File: config.mk
export PLATFORM = sky130hd
export DESIGN_NAME = user_input_ctrl_flat
export DESIGN_NICKNAME = d
export VERILOG_FILES = /design/src/rtl/user_input_ctrl_if.sv /design/src/rtl/user_input_ctrl.sv /design/src/flat_wrapper.sv
export SDC_FILE = /design/constraint.sdc
export NUM_CORES = 1
export LEC_CHECK = 0
export ABC_AREA = 1
export BUFFER_PORTS_ARGS = -buffer_cell sky130_fd_sc_hd__buf_4
export CAP_MARGIN = 20
export CORE_ASPECT_RATIO = 1.1
export CORE_MARGIN = 2
export CORE_UTILIZATION = 53
export CTS_BUF_LIST = sky130_fd_sc_hd__clkbuf_16
export CTS_CLUSTER_DIAMETER = 100
export DETAILED_ROUTE_END_ITERATION = 7
export PLACE_DENSITY = 0.76
export SLEW_MARGIN = 10
export SYNTH_ARGS = -nofsm -noshare
export SYNTH_HDL_FRONTEND = slang
export SYNTH_SLANG_ARGS = --single-unit
File: constraint.sdc
create_clock -name clk_12 -period 1.6 [get_ports clk_12]
set_input_delay 0.08 -clock clk_12 [delete_from_list [all_inputs] [get_ports clk_12]]
set_output_delay 0.08 -clock clk_12 [all_outputs]
set_load 0.01 [all_outputs]
File: src/rtl/user_input_ctrl_if.sv
// Event port between the input conditioner (master) and its consumer (slave).
// A transfer happens on a clock edge where evt_valid and evt_ready are both high.
interface user_input_ctrl_if #(
    parameter int N_BTN = 4,
    parameter int N_SW  = 8
);
    logic                   evt_valid;
    logic                   evt_ready;
    logic [N_BTN-1:0]       evt_btn;
    logic [N_SW-1:0]        evt_sw;
    logic [N_BTN+N_SW-1:0]  evt_mask;
    logic                   evt_merged;

    modport master (
        output evt_valid, evt_btn, evt_sw, evt_mask, evt_merged,
        input  evt_ready
    );

    modport slave (
        input  evt_valid, evt_btn, evt_sw, evt_mask, evt_merged,
        output evt_ready
    );
endinterface

File: src/rtl/user_input_ctrl.sv
// Push-button / DIP-switch conditioner: 2-FF sync, shared-tick debounce,
// button edge pulses and a coalescing valid/ready change-event port.
module user_input_ctrl #(
    parameter int N_BTN    = 4,
    parameter int N_SW     = 8,
    parameter int TICK_DIV = 12000,
    parameter int DB_TICKS = 10
) (
    input  logic               clk_12,
    input  logic               rst_n,
    input  logic [N_BTN-1:0]   btn,
    input  logic [N_SW-1:0]    dip_sw,
    output logic [N_BTN-1:0]   btn_db,
    output logic [N_SW-1:0]    sw_db,
    output logic [N_BTN-1:0]   btn_press,
    output logic [N_BTN-1:0]   btn_release,
    user_input_ctrl_if.master  evt
);
    localparam int N  = N_BTN + N_SW;
    localparam int TW = $clog2(TICK_DIV);
    localparam int CW = (DB_TICKS > 1) ? $clog2(DB_TICKS) : 1;

    logic [N-1:0]     r_sync1;
    logic [N-1:0]     r_sync2;
    logic [TW-1:0]    r_tick_cnt;
    logic             w_tick;
    logic [CW-1:0]    r_cnt [N];
    logic [N-1:0]     r_db;
    logic [N-1:0]     w_chg;
    logic [N-1:0]     w_db_nxt;
    logic [N_BTN-1:0] r_press;
    logic [N_BTN-1:0] r_release;
    logic             r_evt_valid;
    logic [N_BTN-1:0] r_evt_btn;
    logic [N_SW-1:0]  r_evt_sw;
    logic [N-1:0]     r_evt_mask;
    logic             r_evt_merged;
    logic             w_take;

    // Buttons occupy the low bits, switches the high bits, matching evt_mask.
    always_ff @(posedge clk_12 or negedge rst_n) begin
        if (!rst_n) begin
            r_sync1 <= '0;
            r_sync2 <= '0;
        end else begin
            r_sync1 <= {dip_sw, btn};
            r_sync2 <= r_sync1;
        end
    end

    assign w_tick = (r_tick_cnt == TW'(TICK_DIV - 1));

    always_ff @(posedge clk_12 or negedge rst_n) begin
        if (!rst_n)      r_tick_cnt <= '0;
        else if (w_tick) r_tick_cnt <= '0;
        else             r_tick_cnt <= r_tick_cnt + 1'b1;
    end

    always_comb begin
        w_chg = '0;
        for (int i = 0; i < N; i++) begin
            w_chg[i] = (r_sync2[i] != r_db[i]) && w_tick && (r_cnt[i] == CW'(DB_TICKS - 1));
        end
    end

    assign w_db_nxt = r_db ^ w_chg;

    // Any agreeing cycle restarts qualification, so a bounce costs the whole window.
    always_ff @(posedge clk_12 or negedge rst_n) begin
        if (!rst_n) begin
            for (int i = 0; i < N; i++) r_cnt[i] <= '0;
            r_db <= '0;
        end else begin
            for (int i = 0; i < N; i++) begin
                if (r_sync2[i] == r_db[i] || w_chg[i]) r_cnt[i] <= '0;
                else if (w_tick)                       r_cnt[i] <= r_cnt[i] + 1'b1;
            end
            r_db <= w_db_nxt;
        end
    end

    always_ff @(posedge clk_12 or negedge rst_n) begin
        if (!rst_n) begin
            r_press   <= '0;
            r_release <= '0;
        end else begin
            r_press   <= w_chg[N_BTN-1:0] &  r_sync2[N_BTN-1:0];
            r_release <= w_chg[N_BTN-1:0] & ~r_sync2[N_BTN-1:0];
        end
    end

    assign w_take = r_evt_valid & evt.evt_ready;

    // A change arriving while the event is stalled folds into it; otherwise it starts a fresh event.
    always_ff @(posedge clk_12 or negedge rst_n) begin
        if (!rst_n) begin
            r_evt_valid  <= 1'b0;
            r_evt_btn    <= '0;
            r_evt_sw     <= '0;
            r_evt_mask   <= '0;
            r_evt_merged <= 1'b0;
        end else if (w_chg != '0) begin
            r_evt_valid <= 1'b1;
            r_evt_btn   <= w_db_nxt[N_BTN-1:0];
            r_evt_sw    <= w_db_nxt[N-1:N_BTN];
            if (r_evt_valid && !w_take) begin
                r_evt_mask   <= r_evt_mask | w_chg;
                r_evt_merged <= 1'b1;
            end else begin
                r_evt_mask   <= w_chg;
                r_evt_merged <= 1'b0;
            end
        end else if (w_take) begin
            r_evt_valid <= 1'b0;
        end
    end

    assign btn_db          = r_db[N_BTN-1:0];
    assign sw_db           = r_db[N-1:N_BTN];
    assign btn_press       = r_press;
    assign btn_release     = r_release;
    assign evt.evt_valid   = r_evt_valid;
    assign evt.evt_btn     = r_evt_btn;
    assign evt.evt_sw      = r_evt_sw;
    assign evt.evt_mask    = r_evt_mask;
    assign evt.evt_merged  = r_evt_merged;
endmodule

File: src/flat_wrapper.sv
// flat-port wrapper written by rule: the top's interface ports become plain ports
module user_input_ctrl_flat 
#(
    parameter int N_BTN    = 4,
    parameter int N_SW     = 8,
    parameter int TICK_DIV = 12000,
    parameter int DB_TICKS = 10
)
  (clk_12, rst_n, btn, dip_sw, btn_db, sw_db, btn_press, btn_release, evt_evt_valid, evt_evt_btn, evt_evt_sw, evt_evt_mask, evt_evt_merged, evt_evt_ready);
  user_input_ctrl_if #(.N_BTN(N_BTN), .N_SW(N_SW)) evt_i ();
  input  logic clk_12;
  input  logic rst_n;
  input  logic [N_BTN-1:0] btn;
  input  logic [N_SW-1:0] dip_sw;
  output logic [N_BTN-1:0] btn_db;
  output logic [N_SW-1:0] sw_db;
  output logic [N_BTN-1:0] btn_press;
  output logic [N_BTN-1:0] btn_release;
  output wire logic [$bits(evt_i.evt_valid)-1:0] evt_evt_valid;
  output wire logic [$bits(evt_i.evt_btn)-1:0] evt_evt_btn;
  output wire logic [$bits(evt_i.evt_sw)-1:0] evt_evt_sw;
  output wire logic [$bits(evt_i.evt_mask)-1:0] evt_evt_mask;
  output wire logic [$bits(evt_i.evt_merged)-1:0] evt_evt_merged;
  input wire logic [$bits(evt_i.evt_ready)-1:0] evt_evt_ready;
  assign evt_evt_valid = evt_i.evt_valid;
  assign evt_evt_btn = evt_i.evt_btn;
  assign evt_evt_sw = evt_i.evt_sw;
  assign evt_evt_mask = evt_i.evt_mask;
  assign evt_evt_merged = evt_i.evt_merged;
  assign evt_i.evt_ready = evt_evt_ready;
  user_input_ctrl #(.N_BTN(N_BTN), .N_SW(N_SW), .TICK_DIV(TICK_DIV), .DB_TICKS(DB_TICKS)) u_core (.clk_12(clk_12), .rst_n(rst_n), .btn(btn), .dip_sw(dip_sw), .btn_db(btn_db), .sw_db(sw_db), .btn_press(btn_press), .btn_release(btn_release), .evt(evt_i));
endmodule
Word level (Yosys, flattened, before mapping)
Cells that the tools add are included.
{"block": "totals", "reg_bits": 132, "inputBits": 15, "word_cells": 160}
{"block": "op_classes", "eq_ne": 37, "n_addsub": 13, "muxes": 29, "bitwise": 6, "reduce_logical": 52}
{"cell": "$mux 4", "n": 24}
{"cell": "$add 4x1->4 const B", "n": 12}
{"cell": "$eq 4x4->1 const B", "n": 12}
{"cell": "$reduce_bool 2->1", "n": 13}
{"cell": "$logic_and 1x1->1", "n": 25}
{"cell": "$add 14x1->14 const B", "n": 1}
{"cell": "$eq 14x14->1 const B", "n": 1}
{"cell": "$mux 14", "n": 1}
{"cell": "$eq 1x1->1", "n": 12}
{"cell": "$logic_or 1x1->1", "n": 12}
{"cell": "$mux 12", "n": 1}
{"cell": "$ne 1x1->1", "n": 12}
{"cell": "$or 12x12->12", "n": 1}
{"cell": "$reduce_bool 12->1", "n": 1}
{"cell": "$xor 12x12->12", "n": 1}
{"cell": "$and 4x4->4", "n": 2}
{"cell": "$not 4->4", "n": 1}
{"cell": "$mux 1", "n": 3}
{"cell": "$and 1x1->1", "n": 1}
{"cell": "$logic_not 1->1", "n": 1}

Longest topological paths before layout
Gate-level depths: netlist (run 1).
{"block": "depth", "depth_word": 5, "ltp_mapped": 15}

Worst setup path after synthesis (run 1)
Ideal clock, no wire load.
{"block": "synth_timing", "kind": "register -> register", "start": "reg u_core.r_tick_cnt[0]", "end": "reg u_core.r_evt_btn[1], in the netlist u_core.evt.evt_btn[1]", "t_required_ps": 1483, "n_path_buf": 1, "t_arrival_ps": 1585, "stages_incl_launch_ff": 12, "setup_slack_ps": -101, "setup_ps": 117, "cell_sequence": "dfrtp_1 -> ha_1 -> nand2_1 -> nor2_1 -> nand2_1 -> nor2_4 -> nand3_1 -> nand3_1 -> nor2_2 -> buf_2 -> nand3_1 -> nand2_1"}
{"block": "synth_between", "elab_chain_cells": 4, "word_cells_on_any_way": 27}
{"item": "start: declaration", "line_no": "user_input_ctrl.sv:25", "rtl": "logic [TW-1:0] r_tick_cnt;"}
{"item": "start signal: assignment", "line_no": "user_input_ctrl.sv:56", "rtl": "else r_tick_cnt <= r_tick_cnt + 1'b1;"}
{"item": "$eq 14x14->1 (*)", "line_no": "user_input_ctrl.sv:51", "rtl": "assign w_tick = (r_tick_cnt == TW'(TICK_DIV - 1));"}
{"item": "$logic_and 1x1->1 (2 in a row)", "line_no": "user_input_ctrl.sv:62", "rtl": "w_chg[i] = (r_sync2[i] != r_db[i]) && w_tick && (r_cnt[i] == CW'(DB_TICKS - 1));"}
{"item": "$reduce_bool 12->1 / $xor 12x12->12 (equally long branches)", "line_no": "user_input_ctrl.sv:102, user_input_ctrl.sv:66"}
{"item": "end signal: assignment", "line_no": "user_input_ctrl.sv:104", "rtl": "r_evt_btn <= w_db_nxt[N_BTN-1:0];"}
{"item": "end: declaration", "line_no": "user_input_ctrl.sv:34", "rtl": "logic [N_BTN-1:0] r_evt_btn;"}
Every way passes the cells marked *; elsewhere a longest branch is shown, timed or not.
A chain may end at the register's enable or synchronous reset.

Worst setup path after layout (run 1)
{"block": "layout_timing", "start": "reg u_core.r_cnt[20] (netlist bit)", "end": "reg u_core.r_evt_mask[3], in the netlist u_core.evt.evt_mask[3]"}
{"block": "layout_between", "elab_chain_cells": 3}
{"item": "start: declaration", "line_no": "user_input_ctrl.sv:27", "rtl": "logic [CW-1:0] r_cnt [N];"}
{"item": "start signal: indexed assignment", "line_no": "user_input_ctrl.sv:76", "rtl": "else if (w_tick) r_cnt[i] <= r_cnt[i] + 1'b1;"}
{"item": "$eq 4x4->1", "line_no": "user_input_ctrl.sv:62"}
{"item": "$logic_and 1x1->1", "line_no": "user_input_ctrl.sv:62"}
{"item": "$reduce_bool 12->1", "line_no": "user_input_ctrl.sv:102", "rtl": "end else if (w_chg != '0) begin"}
{"item": "end signal: assignment", "line_no": "user_input_ctrl.sv:107", "rtl": "r_evt_mask <= r_evt_mask | w_chg;"}
{"item": "end signal: assignment", "line_no": "user_input_ctrl.sv:110", "rtl": "r_evt_mask <= w_chg;"}
{"item": "end: declaration", "line_no": "user_input_ctrl.sv:36", "rtl": "logic [N-1:0] r_evt_mask;"}
Every way passes these cells.

==> flow_summary_export.csv, run 1 <==
group,metric,value,unit
global_route,grt-ovfl-total,0,
yosys,synth-edff-count,0,
die,coreArea,0.0110,mm2
drt,via_count,6376,
critical_path,end_kind,"flip-flop",
drt,ant_nets,0,
outcome,status,"complete, but fails checks",
place,gp_congestion,0.887,
global_route,antenna_found_initial,0,
final_layout,fin_area,0.00963,mm2
final_layout,fillers,401,
global_route,grt_pass1_vias,5998,
place,io_buffers,60,
final_layout,layout.nets,908,
power_and_ir_drop,peakVddDrop,0.000893,V
yosys,syn_inst,639,
timing,timing.final.ws_setup,-0.726,ns
cts,insertion_delay,0.43,ns
power_and_ir_drop,leakage,0.00482,uW
critical_path,worstPathArrival,2.68,ns
yosys,yosys_warnings,0,
critical_path,crit_fanout,5,
yosys,synth.avg_cell_area,9.35,um2
critical_path,critPathKind,"reg -> reg",
yosys,ys.flop_type,"dfrtp_1",
die,die_area,0.0121,mm2
cts,clkSinkCount,132,
drt,remaining_drc_errors,0,
place,placedCellCount,949,
yosys,synthArstFlopShare,1.00,
die,ios,61,
place,pre_cts_ws,-0.389,ns
timing,hold_slack,0.144,ns
yosys,ys_ff_latch,132,
drt,via_per_inst,6.20,
timing,rsz0062_at_grt,"true",
timing,fmax,430,MHz
timing,setup_violations,104,
place,place_area,0.00743,mm2
timing,clock_skew,0.0113,ns
cts,path_clk_slew,0.07,ns
yosys,synth.net_count,679,
min_path,hold_path.class,"in -> async",
timing,worstMarginPinSlew,0.548,ns
drt,wl_per_cell,25.9,um
cts,tritoncts,"yes",
final_layout,drive_gt1_frac,0.471,
timing,hold_viol_final,0,
critical_path,cp-start-kind,"flip-flop",
final_layout,layout_common_cells,"163 x buf_4, 131 x dfrtp_1, 72 x inv_1",
power_and_ir_drop,power_density,843,mW/mm2
yosys,seq_area_frac_synth,0.553,
drt,wl,26600,um
cts,cts_buffer_depth,2,
place,dpl.hpwl,10600,um
cts,h-tree-depth,4,
drt,initialDrtViolationCount,727,
critical_path,r2r_cells,13,
die,rows,40,
final_layout,final_common_cell,"buf_4",
final_layout,finalNonFillerCells,1028,
yosys,syn_area,0.00597,mm2
global_route,grt_max_degree,53,
final_layout,area.growth.synth_to_final,61.3,%
die,initial_core_util,0.545,
flow_run,drv_cap,0,
timing,max_slew_margin,0.634,
drt,dr.pass1.iters,6,
yosys,synth_cell_type_count,32,
cts,cts_buffers,17,
outcome,violations,"setup timing",
critical_path,cp.required,1.96,ns
final_layout,diodes,0,
global_route,grt_usage,0.330,
global_route,grt_pass1_wl,30400,um
timing,slew_violations,0,
timing,post-route-period-util,1.45,
timing,min_period,2.33,ns
die,die_y,115,um
cts,root_buffer,"clkbuf_16",
die,die_x,105,um
==> metrics by stage <==
stage	total power, uW	util	TNS, ns
after floorplan	3510	-	-1.97
final	8120	0.879	-37.77
after global placement	3660	0.678	-9.52
after global routing	8250	0.879	-37.76
after detailed placement	3670	0.678	-17.41
after CTS	7900	0.794	-16.22
==> metal layers <==
metal	vias to the layer above	wire length [um]	track usage
met5	-	0	0
met4	0	2700	0.192
met3	251	2500	0.0737
met2	619	12700	0.590
met1	3027	8730	0.361
li1	2479	-	-
==> worst max-delay path, stage by stage (launching register included) <==
cell	delay (ns)
dfrtp_1	0.42
ha_1	0.25
inv_1	0.06
nor2_1	0.04
nand2_1	0.07
inv_1	0.05
nand2_2	0.09
a21oi_2	0.07
nor2_1	0.44
nand3_2	0.25
nand2_4	0.18
buf_8	0.17
nand2_4	0.06
nand2_2	0.09
==> Yosys cell counts (2+ instances only) <==
master / count / area (um2)
nand2_1: 133 / 499
dfrtp_1: 132 / 3300
inv_1: 78 / 293
nor2_1: 72 / 270
nand3_1: 52 / 260
xor2_1: 35 / 307
ha_1: 25 / 313
a21oi_1: 19 / 95.1
o21ai_0: 15 / 75.1
xnor2_1: 15 / 131
o31ai_1: 12 / 90.1
buf_2: 5 / 25.0
nand4_1: 5 / 31.3
nor3_1: 5 / 25.0
buf_6: 4 / 45.0
nand2_2: 4 / 25.0
o21bai_1: 4 / 30.0
inv_2: 3 / 11.3
o21ai_1: 3 / 15.0
nand3_2: 2 / 20.0
nor2_2: 2 / 12.5
nor2_4: 2 / 22.5
o21a_1: 2 / 15.0
o22ai_1: 2 / 12.5
==> where the power goes <==
| group | total [uW] | internal, uW | switching [uW] |
|---|---|---|---|
| Clock | 4420 | 2750 | 1660 |
| Combinational | 297 | 118 | 179 |
| Sequential | 3400 | 3370 | 29.0 |
==> state kept, by name, indices dropped and copies added (netlist names) <==
name,count
u_core.btn_press,4
u_core.btn_release,4
u_core.evt.evt_btn,4
u_core.evt.evt_mask,12
u_core.evt.evt_merged,1
u_core.evt.evt_sw,8
u_core.evt.evt_valid,1
u_core.r_cnt,48
u_core.r_db,12
u_core.r_sync1,12
u_core.r_sync2,12
u_core.r_tick_cnt,14
==> final timing paths <==
| kind | startpoint | end | slack [ns] |
|---|---|---|---|
| max | u_core.r_cnt[20]$_DFFE_PN0P_ | u_core.evt.evt_mask[3]$_DFFE_PN0P_ | -0.73 |
| max in group asynchronous | rst_n | u_core.r_tick_cnt[2]$_DFF_PN0_ | 0.76 |
| min | rst_n | u_core.r_db[2]$_DFF_PN0_ | 0.14 |
| min reg2reg | u_core.r_sync1[5]$_DFF_PN0_ | u_core.r_sync2[5]$_DFF_PN0_ | 0.35 |
| min in group clk_12 | btn[3] | u_core.r_sync1[3]$_DFF_PN0_ | 0.30 |
| max reg2reg | u_core.r_cnt[20]$_DFFE_PN0P_ | u_core.evt.evt_mask[3]$_DFFE_PN0P_ | -0.73 |
==> kinds of logic after synthesis <==
logic type      share of synthesized area
xor+xnor                           0.0733
simple gates                        0.200
flops                               0.553
buf+inv                            0.0645
fa+ha+maj                          0.0524
compound gates                     0.0570
==> timing repair <==
action	in CTS	in global routing
setup buffers	8	26
hold buffers	14	0
cloned	2	3
pin swaps	10	43
hold endpoints to repair	42	0
setup endpoints to repair	92	106
gates resized for setup	91	192
==> final cells by class <==
class / instances / area [um2] / share of cell area
well taps: 147 / 184 / 0.0191
multi-input cells: 415 / 3210 / 0.333
clock buffers: 17 / 425 / 0.0442
flip-flops and latches: 132 / 3300 / 0.343
clock inverters: 15 / 211 / 0.0220
inverters: 82 / 318 / 0.0330
repair buffers: 220 / 1980 / 0.206
No activity file was read; power rests on OpenSTA's default activity.
==> run 2: changes to the inputs <==
- CORE_UTILIZATION: 53 -> 59
- PLACE_DENSITY: 0.76 -> 0.92
- SLEW_MARGIN: 10 -> default
- clock period: 1.6 -> 2.5 ns (I/O delays scaled with it)
==> run 2 against run 1 <==
Against the previous run: the flow now finishes without violations; critical path depth shrank 3; sequential power shrank 36%; clock skew shrank 0.0033 ns; final cell count shrank 15%; fmax shrank 0.22%; register-to-register slack gained 0.89 ns; die area shrank 9.8%; core utilization shrank 13 points; non-clock buffer count shrank 126; routed wire length shrank 35%.
==> flow_summary_export.csv, run 2 (synthesized netlist as in run 1, its figures left out) <==
group,metric,value,unit
drt,ant_nets,0,
drt,wl,17200,um
place,dpl.hpwl,9690,um
power_and_ir_drop,leakage,0.00381,uW
final_layout,fillers,527,
drt,routed-wl-met2,8690,um
min_path,hold_path.class,"in -> reg",
die,ios,61,
drt,wl_per_cell,19.7,um
drt,remaining_drc_errors,0,
power_and_ir_drop,power_switching,1090,uW
final_layout,fin_area,0.00740,mm2
final_layout,layout_common_cells,"133 x nand2_1, 132 x dfrtp_1, 80 x buf_4",
final_layout,diodes,0,
critical_path,r2r_cells,10,
final_layout,layout.nets,781,
critical_path,worstPathArrival,2.70,ns
timing,min_period,2.33,ns
power_and_ir_drop,total_power,4770,uW
die,die_y,110,um
drt,topRoutingLayerUsed,"met4",
drt,wl_met1,5880,um
place,place_area,0.00664,mm2
final_layout,drive_gt1_frac,0.168,
final_layout,multi_input_area,0.00230,mm2
die,rows,38,
cts,path_clk_slew,0.06,ns
power_and_ir_drop,clkPwrFrac,0.516,
cts,insertion_delay,0.43,ns
final_layout,top_regs,"u_core.r_cnt x48, u_core.r_tick_cnt x14",
die,die_area,0.0109,mm2
critical_path,critPathKind,"reg -> reg",
timing,post-route-period-util,0.932,
drt,via_per_inst,6.01,
final_layout,seqCellArea,0.00330,mm2
global_route,grt_usage,0.319,
cts,clkSinkCount,132,
final_layout,final_util,0.751,
global_route,antenna_found_initial,0,
timing,max_slew_margin,0.623,
place,pre_cts_ws,0.204,ns
cts,tritoncts,"yes",
global_route,grt-ovfl-total,0,
final_layout,area.growth.synth_to_final,23.8,%
global_route,grt_pass1_vias,5263,
global_route,grt_max_degree,63,
drt,via_count,5252,
timing,clock_skew,0.00802,ns
power_and_ir_drop,seqPwrFrac,0.456,
timing,slew_violations,0,
timing,fmax,429,MHz
final_layout,largest_reg_flops,48,
place,io_buffers,60,
outcome,status,"complete, no violations",
die,die_x,99.9,um
timing,worstMarginPinSlew,0.560,ns
die,coreArea,0.00984,mm2
timing,timing.final.ws_setup,0.169,ns
cts,cts_buffer_depth,2,
global_route,grt_pass1_wl,26300,um
timing,hold_viol_final,0,
final_layout,largest_register,"u_core.r_cnt",
critical_path,cp-start-kind,"flip-flop",
power_and_ir_drop,power_density,645,mW/mm2
timing,rsz0062_at_grt,"false",
power_and_ir_drop,p_int,3680,uW
flow_run,drv_cap,0,
power_and_ir_drop,peakVddDrop,0.000733,V
cts,h-tree-depth,4,
min_path,hold_depth,4,
timing,tns,0,ns
critical_path,cp.required,2.87,ns
power_and_ir_drop,swShare,0.229,
power_and_ir_drop,combinationalPowerShare,0.028,
place,gp_congestion,0.874,
cts,root_buffer,"clkbuf_16",
final_layout,final_common_cell,"nand2_1",
drt,met3_length,1660,um
die,initial_core_util,0.607,
critical_path,end_kind,"flip-flop",
drt,initialDrtViolationCount,618,
timing,setup_violations,0,
cts,cts_buffers,17,
critical_path,crit_fanout,12,
drt,dr.pass1.iters,7,
run 2: cell types whose count changed in the layout (fill, tap and decap cells not counted), moves of 24 or more:
cell     delta
buf_6      -27
nor2_1     +30
buf_4      -83
nand2_2    -41
nand2_4    -24
nand2_1    +66
run 2: cell type report:
cell class / instances / area share
Clock buffer: 17 / 0.0575
Clock inverter: 15 / 0.0213
Inverter: 82 / 0.0416
Multi-Input combinational cell: 414 / 0.311
Sequential cell: 132 / 0.447
Tap cell: 120 / 0.0203
Timing Repair Buffer: 94 / 0.102
run 2: per-layer routing:
metal	vias up	GRT usage
li1	2220	-
met1	2535	0.378
met2	384	0.529
met3	113	0.0890
met4	0	0.180
met5	-	0
run 2: path summary, 6_finish.rpt:
path                                           startpoint                               end  slack (ns)
setup / recovery           u_core.r_tick_cnt[0]$_DFF_PN0_  u_core.evt.evt_sw[2]$_DFFE_PN0P_        0.17
hold / removal                              evt_evt_ready  u_core.evt.evt_valid$_DFFE_PN0P_        0.13
setup reg to reg           u_core.r_tick_cnt[0]$_DFF_PN0_  u_core.evt.evt_sw[2]$_DFFE_PN0P_        0.17
hold reg to reg               u_core.r_sync1[3]$_DFF_PN0_       u_core.r_sync2[3]$_DFF_PN0_        0.35
max in group asynchronous                           rst_n       u_core.r_cnt[0]$_DFFE_PN0P_        1.62
min in group asynchronous                           rst_n     u_core.btn_press[3]$_DFF_PN0_        0.15
run 2: worst max-delay path, stage by stage, from the launching register on:
cell and delay, ns:
dfrtp_1 0.37, ha_1 0.21, nand2_1 0.08, nor2_1 0.18, nand2_1 0.12, nor2_4 0.31, buf_4 0.25, nand2_1 0.15
xnor2_1 0.41, nand2_1 0.11, nand2_1 0.08
run 2: what timing repair did:
action                     4_1_cts  5_1_grt
hold endpoints to repair        65        0
hold buffers                    13        0
gates resized for setup          0        3
buffers inserted                 0        3
setup endpoints to repair        0       12
run 2: through the flow:
| stage | hold slack, ns | cells |
|---|---|---|
| 2_1_floorplan | -0.171 | 639 |
| 3_3_place_gp | 0.0461 | 826 |
| 3_5_place_dp | 0.0519 | 826 |
| 4_1_cts | 0.108 | 871 |
| 5_1_grt | 0.151 | 874 |
| 6_report | 0.134 | 874 |
run 2: power groups by stage:
stage	Clock (uW)	Combinational [uW]	Sequential, uW
final	2460	133	2180
after global placement	0	107	2210
after global routing	2550	148	2180
after floorplan	0	37.4	2210
after detailed placement	0	113	2210
after CTS	2450	133	2180
